===== config.mk =====
export PLATFORM = sky130hd
export DESIGN_NAME = bram_port_arbiter_flat
export DESIGN_NICKNAME = d
export VERILOG_FILES = /design/src/rtl/bram_port_arbiter_if.sv /design/src/rtl/bram_port_arbiter.sv /design/src/flat_wrapper.sv
export SDC_FILE = /design/constraint.sdc
export NUM_CORES = 1
export LEC_CHECK = 0
export BUFFER_PORTS_ARGS = -buffer_cell sky130_fd_sc_hd__buf_4
export CAP_MARGIN = 20
export CORE_AREA = 3 3 135 137
export CTS_BUF_LIST = sky130_fd_sc_hd__clkbuf_16
export CTS_CLUSTER_DIAMETER = 200
export DETAILED_ROUTE_END_ITERATION = 6
export DIE_AREA = 0 0 138 140
export PLACE_DENSITY = 0.5
export SKIP_LAST_GASP = 1
export SLEW_MARGIN = 25
export SYNTH_ARGS = -nofsm -noshare
export SYNTH_HDL_FRONTEND = slang
export SYNTH_SLANG_ARGS = --single-unit
export TNS_END_PERCENT = 50

===== constraint.sdc =====
create_clock -name clk -period 3.35 [get_ports clk]
set_input_delay 0 -clock clk [delete_from_list [all_inputs] [get_ports clk]]
set_output_delay 0 -clock clk [all_outputs]
set_load 0.01 [all_outputs]

===== src/rtl/bram_port_arbiter_if.sv =====
`default_nettype none
// ============================================================================
// Module : bram_port_arbiter_if
// Brief  : Requester-side bundle of the shared BRAM port arbiter: per-requester
//          request/lock/address/byte-enable/write-data, plus grant and tagged
//          read-return signals.
// Rev    : 1.0 - initial release
// ============================================================================
interface bram_port_arbiter_if #(
   parameter int NREQ = 3
);
   logic [NREQ-1:0]    req;
   logic [NREQ-1:0]    lock;
   logic [NREQ*32-1:0] addr;
   logic [NREQ*4-1:0]  we;
   logic [NREQ*32-1:0] din;
   logic [NREQ-1:0]    gnt;
   logic [NREQ-1:0]    rvalid;
   logic [31:0]        rdata;

   // Requesters (engines) drive the access fields and receive grant/return.
   modport master (
      output req, lock, addr, we, din,
      input  gnt, rvalid, rdata
   );

   // The arbiter consumes the access fields and produces grant/return.
   modport slave (
      input  req, lock, addr, we, din,
      output gnt, rvalid, rdata
   );
endinterface
`default_nettype wire


===== src/rtl/bram_port_arbiter.sv =====
`default_nettype none
// ============================================================================
// Module : bram_port_arbiter
// Brief  : Shares one 32-bit BRAM port among NREQ requesters. Round-robin
//          arbitration with optional burst lock; read data is returned
//          READ_LAT cycles after issue, tagged to the issuing requester.
// Rev    : 1.0 - initial release
// ============================================================================
module bram_port_arbiter #(
   parameter int NREQ     = 3,
   parameter int READ_LAT = 1
) (
   input  logic        clk,
   input  logic        rst,
   bram_port_arbiter_if.slave bus,
   output logic [31:0] BRAM_ADDR,
   output logic [3:0]  BRAM_WE,
   output logic        BRAM_EN,
   output logic [31:0] BRAM_DIN,
   output logic        BRAM_RST,
   input  logic [31:0] BRAM_DOUT
);

   localparam int            IW     = (NREQ > 1) ? $clog2(NREQ) : 1;
   localparam logic [IW:0]   NREQ_W = (IW+1)'(NREQ);
   localparam logic [IW-1:0] LAST   = IW'(NREQ - 1);

   logic [IW-1:0]   rr_ptr;
   logic [IW-1:0]   owner;
   logic            locked;

   logic [NREQ-1:0] gnt_vec;
   logic [IW-1:0]   gnt_idx;
   logic            any_gnt;
   logic [IW:0]     scan_sum;

   logic [READ_LAT-1:0] pipe_v;
   logic [IW-1:0]       pipe_id [READ_LAT];
   logic [NREQ-1:0]     rvalid_vec;

   function automatic logic [IW-1:0] next_idx(input logic [IW-1:0] i);
      return (i == LAST) ? '0 : i + 1'b1;
   endfunction

   // Grant selection: a locked owner keeps the port while it requests,
   // otherwise the first requester at or after rr_ptr wins.
   always_comb begin
      gnt_vec  = '0;
      gnt_idx  = '0;
      any_gnt  = 1'b0;
      scan_sum = '0;
      if (locked) begin
         gnt_vec[owner] = bus.req[owner];
         gnt_idx        = owner;
         any_gnt        = bus.req[owner];
      end else begin
         for (int k = 0; k < NREQ; k++) begin
            scan_sum = {1'b0, rr_ptr} + (IW+1)'(k);
            if (scan_sum >= NREQ_W) begin
               scan_sum = scan_sum - NREQ_W;
            end
            if (!any_gnt && bus.req[scan_sum[IW-1:0]]) begin
               gnt_vec[scan_sum[IW-1:0]] = 1'b1;
               gnt_idx                   = scan_sum[IW-1:0];
               any_gnt                   = 1'b1;
            end
         end
      end
      if (rst) begin
         gnt_vec = '0;
         any_gnt = 1'b0;
      end
   end

   // Port mux: steer the granted requester's slice onto the BRAM port.
   always_comb begin
      BRAM_ADDR = '0;
      BRAM_WE   = '0;
      BRAM_DIN  = '0;
      BRAM_EN   = any_gnt;
      for (int i = 0; i < NREQ; i++) begin
         if (gnt_vec[i]) begin
            BRAM_ADDR = bus.addr[32*i +: 32];
            BRAM_WE   = bus.we[4*i +: 4];
            BRAM_DIN  = bus.din[32*i +: 32];
         end
      end
   end

   // Arbitration state: remember owner/lock on each access; a locked owner
   // that stops requesting releases the lock and passes priority onward.
   always_ff @(posedge clk or posedge rst) begin
      if (rst) begin
         rr_ptr <= '0;
         owner  <= '0;
         locked <= 1'b0;
      end else if (any_gnt) begin
         owner  <= gnt_idx;
         locked <= bus.lock[gnt_idx];
         if (!bus.lock[gnt_idx]) begin
            rr_ptr <= next_idx(gnt_idx);
         end
      end else if (locked) begin
         locked <= 1'b0;
         rr_ptr <= next_idx(owner);
      end
   end

   // Read-return pipeline: tag each read with its requester id and shift it
   // along so the tag emerges alongside the BRAM output.
   always_ff @(posedge clk or posedge rst) begin
      if (rst) begin
         pipe_v <= '0;
         for (int k = 0; k < READ_LAT; k++) begin
            pipe_id[k] <= '0;
         end
      end else begin
         pipe_v[0]  <= any_gnt && (BRAM_WE == 4'b0000);
         pipe_id[0] <= gnt_idx;
         for (int k = 1; k < READ_LAT; k++) begin
            pipe_v[k]  <= pipe_v[k-1];
            pipe_id[k] <= pipe_id[k-1];
         end
      end
   end

   // Decode the oldest pipeline tag into a one-hot read-valid.
   always_comb begin
      rvalid_vec = '0;
      if (pipe_v[READ_LAT-1] && !rst) begin
         rvalid_vec[pipe_id[READ_LAT-1]] = 1'b1;
      end
   end

   assign bus.gnt    = gnt_vec;
   assign bus.rvalid = rvalid_vec;
   assign bus.rdata  = BRAM_DOUT;
   assign BRAM_RST   = 1'b0;

endmodule
`default_nettype wire


===== src/flat_wrapper.sv =====
// flat-port wrapper written by rule: the top's interface ports become plain ports
module bram_port_arbiter_flat 
#(
   parameter int NREQ     = 3,
   parameter int READ_LAT = 1
)
  (clk, rst, BRAM_ADDR, BRAM_WE, BRAM_EN, BRAM_DIN, BRAM_RST, BRAM_DOUT, bus_req, bus_lock, bus_addr, bus_we, bus_din, bus_gnt, bus_rvalid, bus_rdata);
  bram_port_arbiter_if #(.NREQ(NREQ)) bus_i ();
  input  logic clk;
  input  logic rst;
  output logic [31:0] BRAM_ADDR;
  output logic [3:0] BRAM_WE;
  output logic BRAM_EN;
  output logic [31:0] BRAM_DIN;
  output logic BRAM_RST;
  input  logic [31:0] BRAM_DOUT;
  input wire logic [$bits(bus_i.req)-1:0] bus_req;
  input wire logic [$bits(bus_i.lock)-1:0] bus_lock;
  input wire logic [$bits(bus_i.addr)-1:0] bus_addr;
  input wire logic [$bits(bus_i.we)-1:0] bus_we;
  input wire logic [$bits(bus_i.din)-1:0] bus_din;
  output wire logic [$bits(bus_i.gnt)-1:0] bus_gnt;
  output wire logic [$bits(bus_i.rvalid)-1:0] bus_rvalid;
  output wire logic [$bits(bus_i.rdata)-1:0] bus_rdata;
  assign bus_i.req = bus_req;
  assign bus_i.lock = bus_lock;
  assign bus_i.addr = bus_addr;
  assign bus_i.we = bus_we;
  assign bus_i.din = bus_din;
  assign bus_gnt = bus_i.gnt;
  assign bus_rvalid = bus_i.rvalid;
  assign bus_rdata = bus_i.rdata;
  bram_port_arbiter #(.NREQ(NREQ), .READ_LAT(READ_LAT)) u_core (.clk(clk), .rst(rst), .bus(bus_i), .BRAM_ADDR(BRAM_ADDR), .BRAM_WE(BRAM_WE), .BRAM_EN(BRAM_EN), .BRAM_DIN(BRAM_DIN), .BRAM_RST(BRAM_RST), .BRAM_DOUT(BRAM_DOUT));
endmodule

==> results of run 1 <==
layout make-up:
cell class                 count  area, sq um  share of cell area
timing repair buffer         300         2320               0.454
multi-input combinational    298         2190               0.429
tap                          225          282              0.0551
sequential                     8          200              0.0391
clock buffer                   3         75.1              0.0147
inverter                      10         42.5             0.00832
logic make-up (layout without fill, tap and decap cells):
family          after synthesis  after routing  synth area share
compound gates              103            103             0.440
fa+ha+maj                     4              4            0.0174
buf+inv                      78            313             0.174
flops                         8              8            0.0698
mux                           8              8            0.0310
other cells                   1              1           0.00131
simple gates                182            182             0.267
metrics by stage:
| step | utilization | setup WS [ns] | hold WS, ns | cell area [sq um] |
|---|---|---|---|---|
| final | 0.298 | 0.203 | 0.00000392 | 5110 |
| after global routing | 0.298 | 0.0250 | 0.0000150 | 5110 |
| after CTS | 0.297 | 0.0209 | 0.0000686 | 5100 |
| after detailed placement | 0.292 | 0.285 | 0.0000686 | 5010 |
| after global placement | 0.292 | 0.274 | 0.0000686 | 5010 |
| after floorplan | - | 0.643 | -0.168 | 2870 |
state kept, by name, indices dropped and copies added (netlist names):
signal / count
u_core.pipe_v: 1
u_core.locked: 1
u_core.pipe_id: 2
u_core.owner: 2
u_core.rr_ptr: 2
repair_timing:
action	in CTS	in global routing
hold endpoints to repair	8	0
hold buffers	1	0
gates resized for setup	0	3
buffers inserted	0	1
setup endpoints to repair	0	58
critical path, delay by kind of cell (launching register included):
family | cells | cell delay [ns]
fa+ha+maj | 1 | 0.43
compound gates | 3 | 0.78
buf+inv | 4 | 0.73
simple gates | 3 | 0.54
flops | 1 | 0.36
power groups by stage:
| stage | registers (W) | logic, W | clock network [W] |
|---|---|---|---|
| floorplan | 0.000168 | 0.00260 | 0 |
| global placement | 0.000202 | 0.00427 | 0 |
| detailed placement | 0.000202 | 0.00424 | 0 |
| CTS | 0.000203 | 0.00425 | 0.000202 |
| global route | 0.000214 | 0.00457 | 0.000208 |
| finish | 0.000205 | 0.00421 | 0.000199 |
placed cells by master, fill, tap and decap left out, types with 2 or more instances in the layout:
cell       instances
a21oi_1            6
a221oi_1           5
a221oi_2          60
a31oi_1            4
buf_12             5
buf_4            293
clkbuf_16          3
dfrtp_1            8
ha_1               3
inv_1              8
inv_4              2
mux2_2             3
mux2i_1            4
nand2_1           13
nand2b_1           3
nand3_1            4
nand3b_1           3
nand4_1            2
nor2_1           138
nor2b_1            3
nor3_1             3
nor3b_1            2
o211ai_1           4
o21ai_0            5
o21ai_1            2
final timing paths:
kind / from / to / slack, ns / cells after the start
worst max-delay path: u_core.rr_ptr[0] / BRAM_WE[0] / 0.20 / 11
worst min-delay path: BRAM_DOUT[12] / bus_rdata[12] / 0.000004 / 0
worst max register to register: u_core.rr_ptr[0] / u_core.rr_ptr[1] / 0.39 / 10
worst min register to register: u_core.rr_ptr[1] / u_core.rr_ptr[1] / 0.60 / 1
max in group asynchronous: rst / u_core.locked / 2.70 / 3
min in group asynchronous: rst / u_core.rr_ptr[0] / 0.37 / 3
routing by layer:
| metal | up-vias | global-route usage |
|---|---|---|
| met1 | 1714 | 0.156 |
| li1 | 1848 | - |
| met2 | 191 | 0.244 |
| met5 | - | 0 |
| met4 | 0 | 0.0213 |
| met3 | 22 | 0.0294 |
==> results.json, run 1 <==
{
  "slew-limit-headroom": 0.460,
  "timing.final.setup_violations": 0,
  "grt_start_max_net_pins": 74,
  "fin_worst_skew_ns": 0.00149,
  "timing.critical_path.slowest_cell_delay_ns": 0.43,
  "critical_path.endpoint_type": "primary output",
  "net-switching-power_w": 0.00230,
  "power.switching_fraction": 0.499,
  "cell_at_the_slowest_stage_of_the_critical_path": "ha_1",
  "design.die.area_sq_um": 19300,
  "cell_internal_pwr_w": 0.00231,
  "ys_seq_elements": 8,
  "grt_pass1_vias": 3936,
  "peakVddDrop_v": 0.000352,
  "total_power_w": 0.00461,
  "core_footprint_sq_um": 17200,
  "core.rowCount": 48,
  "total_leakage_power_nw": 2.48,
  "dieHeight_um": 140,
  "met2_wirelength_um": 7230,
  "crit_path_frequent_cell": "buf_4",
  "layout_worst_path_cycle_share": 0.939,
  "largest_cells_by_area_after_synthesis": "a221oi_2 (31%), nor2_1 (18%), buf_4 (9.4%)",
  "detailedPlacementHpwl_um": 11200,
  "clkSlewWorstSetupHoldPaths_ns": 0.04,
  "finalHoldViolations": 0,
  "wl_um": 13900,
  "power.share.clock": 0.043,
  "synthesized_netlist_net_count": 632,
  "wire_length_of_the_first_global_routing_pass_um": 21200,
  "grt_overflow_total": 0,
  "status": "finished, final reports clean",
  "synth_edf_count": 0,
  "cell_chosen_for_the_clock_root": "clkbuf_16",
  "gp_congestion": 0.797,
  "worstHoldPathType": "primary input to primary output",
  "synth_seq_area_share": 0.0698,
  "yosys.area.top_type_share": 0.314,
  "timing.critical_path.from_type": "flop",
  "worstSkewPairLatency_ns": 0.23,
  "finish.net_count": 869,
  "die_width_um": 138,
  "path_max_fanout": 37,
  "dr.first_iter.drc_count": 140,
  "io_pins": 352,
  "routed_wire_length_per_instance_um": 16.4,
  "place.port_buffers": 286,
  "cts.sinks": 8,
  "p_comb_frac": 0.912,
  "fmaxAchievable_mhz": 318,
  "numCtsBuffers": 3,
  "avgViaCountPerCell": 4.47,
  "data_required_time_of_the_critical_path_ns": 3.35,
  "cts_tree": "done",
  "syn-instance-count": 384,
  "ys_top_cells_by_count": "nor2_1 (138), a221oi_2 (60), buf_4 (36)",
  "rsz_0062_raised_after_global_routing": "false",
  "post-route-min-period_ns": 3.15,
  "synth_warnings": 0,
  "antenna_found_initial": 0,
  "remaining_drc_errors": 0,
  "ctsHtreeMaxLevel": 1,
  "critical_path_class": "flop to primary output",
  "postSynth.asyncResetShare": 1.00,
  "wl_met1_um": 5330,
  "drive_above_1_share": 0.616,
  "final_cells": 844,
  "report.final.slew_viol_count": 0,
  "initial_core_util": 0.167,
  "met3WireLength_um": 1110,
  "dr.pass1.iters": 4,
  "synthesis.area_per_instance_sq_um": 7.47,
  "power_share_of_the_sequential_group": 0.044,
  "synth-main-ff-cell": "dfrtp_1",
  "worst_ep_arrival_time_ns": 3.15,
  "worstMarginPinSlew_ns": 0.799,
  "final_antenna_net_count": 0,
  "power_per_cell_area_nw_per_um2": 902,
  "syn-cell-area_sq_um": 2870,
  "cts-root-to-sink-buffers": 2,
  "area_growth_pct": 78.2,
  "dpl.cell_count": 839,
  "synth.largest_area_cell": "a221oi_2",
  "drv.max_cap_violation_count": 0,
  "synth_cell_type_count": 55,
  "highest-signal-layer": "met4",
  "filler_cell_count": 1897,
  "synth_most_common_cell": "nor2_1",
  "vias": 3775,
  "setup_total_negative_slack_ns": 0,
  "antenna_cells_inserted": 0,
  "timing.critical_path.cells": "inv_1 -> ha_1 -> and3b_1 -> o21ba_2 -> nand4_1 -> a311oi_4 -> buf_4 -> buf_12 -> nand3_1 -> o211ai_1 -> buf_4",
  "globalRouteTotalUtil": 0.131
}
No activity file was read; power rests on OpenSTA's default activity.
==> run 2, diff against run 1 <==
==> constraint.sdc (replaced) <==
create_clock -name clk -period 3.35 [get_ports clk]
set_input_delay 0.1675 -clock clk [delete_from_list [all_inputs] [get_ports clk]]
set_output_delay 0.1675 -clock clk [all_outputs]
set_load 0.01 [all_outputs]
==> results.json, run 2 (synthesis gave the netlist of run 1 again) <==
{
  "regToRegSetupSlack_ns": 0.40,
  "area_growth_pct": 82.0,
  "dieHeight_um": 140,
  "report.final.slew_viol_count": 0,
  "critical_path.endpoint_type": "primary output",
  "core.rowCount": 48,
  "globalRouteTotalUtil": 0.132,
  "status": "finished, final reports clean",
  "dr.first_iter.drc_count": 150,
  "layout_common_cells": "buf_4 (297), nor2_1 (138), a221oi_2 (60)",
  "place.port_buffers": 286,
  "grt_pass1_vias": 3868,
  "design.die.area_sq_um": 19300,
  "grt_start_max_net_pins": 74,
  "rsz_0062_raised_after_global_routing": "false",
  "power_per_cell_area_nw_per_um2": 915,
  "multi_input_area_sq_um": 2220,
  "ctsHtreeMaxLevel": 1,
  "regArea_sq_um": 200,
  "wire_length_of_the_first_global_routing_pass_um": 21500,
  "total_power_w": 0.00477,
  "path_max_fanout": 25,
  "filler_cell_count": 1883,
  "layout_worst_path_cycle_share": 0.931,
  "slew-limit-headroom": 0.653,
  "timing.critical_path.from_type": "flop",
  "finalHoldViolations": 0,
  "r2r-start": "u_core.rr_ptr[0]",
  "data_required_time_of_the_critical_path_ns": 3.18,
  "drive_above_1_share": 0.622,
  "worst_setup_path_endpoint": "BRAM_WE[0]",
  "avgViaCountPerCell": 4.47,
  "crit_path_start": "u_core.rr_ptr[0]",
  "fmaxAchievable_mhz": 321,
  "r2r-end": "u_core.rr_ptr[1]",
  "total_leakage_power_nw": 2.52,
  "worstSkewPairLatency_ns": 0.23,
  "worstHoldPathType": "primary input to flop",
  "clkSlewWorstSetupHoldPaths_ns": 0.04,
  "timing.final.setup_violations": 0,
  "die_width_um": 138,
  "routed_wire_length_per_instance_um": 16.6,
  "antenna_cells_inserted": 0,
  "gp_congestion": 0.824,
  "post-route-min-period_ns": 3.12,
  "antenna_found_initial": 0,
  "remaining_drc_errors": 0,
  "fin_worst_skew_ns": 0.00124,
  "reg2reg_depth": 10,
  "detailedPlacementHpwl_um": 11300,
  "numCtsBuffers": 3,
  "cts-root-to-sink-buffers": 2,
  "cts.sinks": 8,
  "wl_um": 14100,
  "finish.net_count": 875,
  "dr.pass1.iters": 6,
  "worst_ep_arrival_time_ns": 2.95,
  "peakVddDrop_v": 0.000383,
  "worstMarginPinSlew_ns": 0.521,
  "critical_path_class": "flop to primary output",
  "setup_total_negative_slack_ns": 0,
  "layout.cells.most_common": "buf_4",
  "initial_core_util": 0.167,
  "cell_chosen_for_the_clock_root": "clkbuf_16",
  "layout_top_registers": "u_core.owner: 2 flops, u_core.pipe_id: 2 flops, u_core.rr_ptr: 2 flops",
  "final_antenna_net_count": 0,
  "cts_tree": "done",
  "io_pins": 352,
  "vias": 3803,
  "drv.max_cap_violation_count": 0,
  "core_footprint_sq_um": 17200,
  "grt_overflow_total": 0
}
## run 2: changes by cell type in the layout (fill, tap and decap cells not counted), sizes merged
| cell | before | now |
|---|---|---|
| buf | 299 | 304 |
| clkbuf | 3 | 4 |
| clkinv | 0 | 1 |
| inv | 10 | 9 |
## run 2: layout make-up
| class | instances | share of cell area |
|---|---|---|
| repair buffers | 306 | 0.460 |
| flip-flops and latches | 8 | 0.0383 |
| inverters | 10 | 0.00791 |
| clock buffers | 3 | 0.0144 |
| multi-input cells | 298 | 0.425 |
| well taps | 225 | 0.0539 |
## run 2: how the worst min path moves through the flow
stage                     startpoint                to  depth (start not counted)
final                      bus_we[9]     u_core.pipe_v                          4
after global routing      bus_we[10]     u_core.pipe_v                          4
after CTS                  bus_we[9]     u_core.pipe_v                          4
after detailed placement         rst  u_core.rr_ptr[1]                          2
after global placement           rst  u_core.rr_ptr[1]                          2
after floorplan                  rst     u_core.locked                          1
## run 2: worst max-delay path, stage by stage (launching register included)
cell and delay (ns):
dfrtp_1 0.42, inv_1 0.17, ha_4 0.23, mux2_2 0.34
mux2_2 0.29, nand4_1 0.14, a311oi_4 0.13, buf_6 0.17
buf_16 0.17, nand2b_1 0.19, o211ai_1 0.28, buf_4 0.18
## run 2: power breakdown
| group | switching (W) | internal, W | total (W) |
|---|---|---|---|
| Clock | 0.0000444 | 0.000154 | 0.000198 |
| Combinational | 0.00223 | 0.00214 | 0.00437 |
| Sequential | 0.0000659 | 0.000144 | 0.000210 |
| Total | 0.00234 | 0.00244 | 0.00477 |
## run 2: per-stage QoR
step	worst slack, ns	instance area [sq um]	util	hold WS, ns	cells
after floorplan	0.643	2870	-	-0.000845	384
after global placement	0.226	5070	0.295	0.221	845
after detailed placement	0.189	5070	0.295	0.213	845
after CTS	0.0121	5160	0.300	0.263	849
after global routing	0.0368	5220	0.304	0.287	850
final	0.232	5220	0.304	0.264	850
## run 2: timing repair
item / 4_1_cts / 5_1_grt
pin swaps: 0 / 1
buffers inserted: 0 / 0
hold endpoints to repair: 8 / 0
gates cloned: 0 / 1
hold buffers: 1 / 0
setup endpoints to repair: 3 / 67
gates resized for setup: 1 / 6
## run 2: routing by layer
metal / share of wire / routed length [um] / global-route usage / vias up
li1: - / - / - / 1869
met1: 0.39 / 5580 / 0.162 / 1729
met2: 0.52 / 7330 / 0.242 / 187
met3: 0.077 / 1080 / 0.0314 / 18
met4: 0.010 / 142 / 0.0172 / 0
met5: 0 / 0 / 0 / -
==> run 3, diff against run 2 <==
Settings changed: GPL_TIMING_DRIVEN from default to 0, MAX_ROUTING_LAYER from default to met4.
==> results.json, run 3 (synthesis gave the netlist of run 1 again) <==
{
  "status": "finished, final reports clean",
  "io_pins": 352,
  "cell_chosen_for_the_clock_root": "clkbuf_16",
  "finalHoldViolations": 0,
  "routed_wire_length_per_instance_um": 16.7,
  "fmaxAchievable_mhz": 313,
  "initial_core_util": 0.167,
  "power.share.clock": 0.040,
  "area_growth_pct": 102,
  "path_max_fanout": 10,
  "slew-limit-headroom": 0.445,
  "cts_tree": "done",
  "finish.net_count": 965,
  "post-place-ws_ns": -0.378,
  "layout.cells.most_common": "buf_4",
  "vias": 4131,
  "globalRouteTotalUtil": 0.151,
  "core.rowCount": 48,
  "layout_worst_path_cycle_share": 0.955,
  "dieHeight_um": 140,
  "layout_common_cells": "buf_4 (362), nor2_1 (138), a221oi_2 (59)",
  "grt_overflow_total": 0,
  "whs_path_depth": 4,
  "antenna_found_initial": 0,
  "power_per_cell_area_nw_per_um2": 849,
  "timing.critical_path.slowest_cell_delay_ns": 0.37,
  "timing.critical_path.from_type": "flop",
  "design.die.area_sq_um": 19300,
  "die_width_um": 138,
  "drv.max_cap_violation_count": 0,
  "peakVddDrop_v": 0.000314,
  "timing.critical_path.max_delay_family": "buffers and inverters",
  "r2r-end": "u_core.pipe_v",
  "worstHoldPathType": "primary input to flop",
  "dr.first_iter.drc_count": 183,
  "data_required_time_of_the_critical_path_ns": 3.18,
  "worstSkewPairLatency_ns": 0.23,
  "core_footprint_sq_um": 17200,
  "regToRegSetupSlack_ns": 0.47,
  "power.switching_fraction": 0.494,
  "avgViaCountPerCell": 4.39,
  "dr.pass1.iters": 4,
  "r2r-start": "u_core.rr_ptr[0]",
  "worst_hold_endpoint": "u_core.pipe_v",
  "net-switching-power_w": 0.00243,
  "worstPathBufferInverterCount": 6,
  "final_antenna_net_count": 0,
  "gp_congestion": 0.813,
  "hold_slack_ns": 0.268,
  "power_share_of_the_sequential_group": 0.036,
  "fin_worst_skew_ns": 0.00266,
  "layout_top_registers": "u_core.owner: 2 flops, u_core.pipe_id: 2 flops, u_core.rr_ptr: 2 flops",
  "grt_pass1_vias": 4147,
  "remaining_drc_errors": 0,
  "critical_path.endpoint_type": "primary output",
  "numCtsBuffers": 3,
  "setup_slack_ns": 0.152,
  "timing.critical_path.cells": "inv_1 -> ha_1 -> buf_2 -> nand3b_1 -> o21a_2 -> nand4_1 -> a311oi_4 -> buf_4 -> buf_4 -> buf_2 -> a221oi_2 -> nor2_1 -> buf_4",
  "met3WireLength_um": 1070,
  "antenna_cells_inserted": 0,
  "rsz_0062_raised_after_global_routing": "true",
  "detailedPlacementHpwl_um": 13200,
  "total_leakage_power_nw": 2.91,
  "cts.sinks": 8,
  "wl_um": 15700,
  "cts-root-to-sink-buffers": 2,
  "cell_internal_pwr_w": 0.00249,
  "clkSlewWorstSetupHoldPaths_ns": 0.04,
  "min-delay-start": "bus_we[9]",
  "ctsHtreeMaxLevel": 1,
  "worstMarginPinSlew_ns": 0.821,
  "design_area_sq_um": 5790,
  "timing.final.setup_violations": 0,
  "drive_above_1_share": 0.663,
  "reg2reg_depth": 12,
  "report.final.slew_viol_count": 0,
  "post_dp_cell_area_sq_um": 5530,
  "grt_start_max_net_pins": 11,
  "met2_wirelength_um": 8150,
  "p_comb_frac": 0.924,
  "worst_ep_arrival_time_ns": 3.03,
  "wl_met1_um": 6470,
  "highest-signal-layer": "met4",
  "place.port_buffers": 317,
  "wire_length_of_the_first_global_routing_pass_um": 23100,
  "crit_path_frequent_cell": "buf_4",
  "cell_at_the_slowest_stage_of_the_critical_path": "dfrtp_1",
  "critical_path_class": "flop to primary output",
  "post-route-min-period_ns": 3.20
}
[run 3: cell types whose count changed in the layout (fill, tap and decap cells not counted), moves of 2 or more]
cell and change:
buf_6 +8, clkbuf_4 +8, buf_12 -5, buf_4 +65, clkbuf_2 +5, clkbuf_1 +5
ha_1 +2, buf_2 +5, ha_4 -2
[run 3: how the worst max path moves through the flow]
stage | from | to | slack (ns) | cells after the start
3_3_place_gp | u_core.rr_ptr[0] | BRAM_DIN[12] | -0.43 | 11
4_1_cts | u_core.rr_ptr[1] | BRAM_DIN[23] | 0.0008 | 13
2_1_floorplan | u_core.rr_ptr[0] | u_core.rr_ptr[1] | 0.64 | 10
3_5_place_dp | u_core.rr_ptr[0] | BRAM_DIN[12] | -0.38 | 11
5_1_grt | u_core.rr_ptr[0] | BRAM_WE[0] | -0.03 | 11
6_report | u_core.rr_ptr[0] | BRAM_ADDR[10] | 0.15 | 13
[run 3: metal layers]
layer  global-route usage  vias up
li1                     -     2052
met1                0.181     1885
met2                0.271      188
met3               0.0331        6
met4               0.0104        0
met5                    -        -
[run 3: power groups by stage]
| stage | logic (W) | registers [W] | clock network, W |
|---|---|---|---|
| 2_1_floorplan | 0.00260 | 0.000168 | 0 |
| 3_3_place_gp | 0.00442 | 0.000176 | 0 |
| 3_5_place_dp | 0.00439 | 0.000178 | 0 |
| 4_1_cts | 0.00446 | 0.000177 | 0.000202 |
| 5_1_grt | 0.00494 | 0.000182 | 0.000211 |
| 6_report | 0.00454 | 0.000177 | 0.000198 |
[run 3: final cells by class]
| type | count | area, sq um |
|---|---|---|
| Sequential cell | 8 | 200 |
| Fill cell | 1844 | 11400 |
| Tap cell | 225 | 282 |
| Timing Repair Buffer | 328 | 2460 |
| Inverter | 10 | 40.0 |
| Multi-Input combinational cell | 298 | 2220 |
| Buffer | 68 | 508 |
| Clock buffer | 3 | 75.1 |
[run 3: repair_timing]
| item | 4_1_cts | 5_1_grt |
|---|---|---|
| pin swaps | 2 | 4 |
| setup endpoints to repair | 70 | 65 |
| gates resized for setup | 8 | 24 |
| buffers inserted | 4 | 6 |
| hold endpoints to repair | 8 | 0 |
| hold buffers | 1 | 0 |
[run 3: metrics by stage]
step / instances / total power, W / setup TNS [ns] / utilization
6_report: 940 / 0.00491 / 0 / 0.337
3_3_place_gp: 926 / 0.00459 / -16.55 / 0.322
4_1_cts: 934 / 0.00484 / 0 / 0.330
2_1_floorplan: 384 / 0.00277 / 0 / -
5_1_grt: 940 / 0.00534 / -0.0346 / 0.337
3_5_place_dp: 926 / 0.00457 / -13.64 / 0.322
[run 3: tightest hold or removal path: stages]
cell and delay [ns]:
buf_4 0.08, nand2_1 0.04, o211ai_1 0.09, nor4_1 0.07
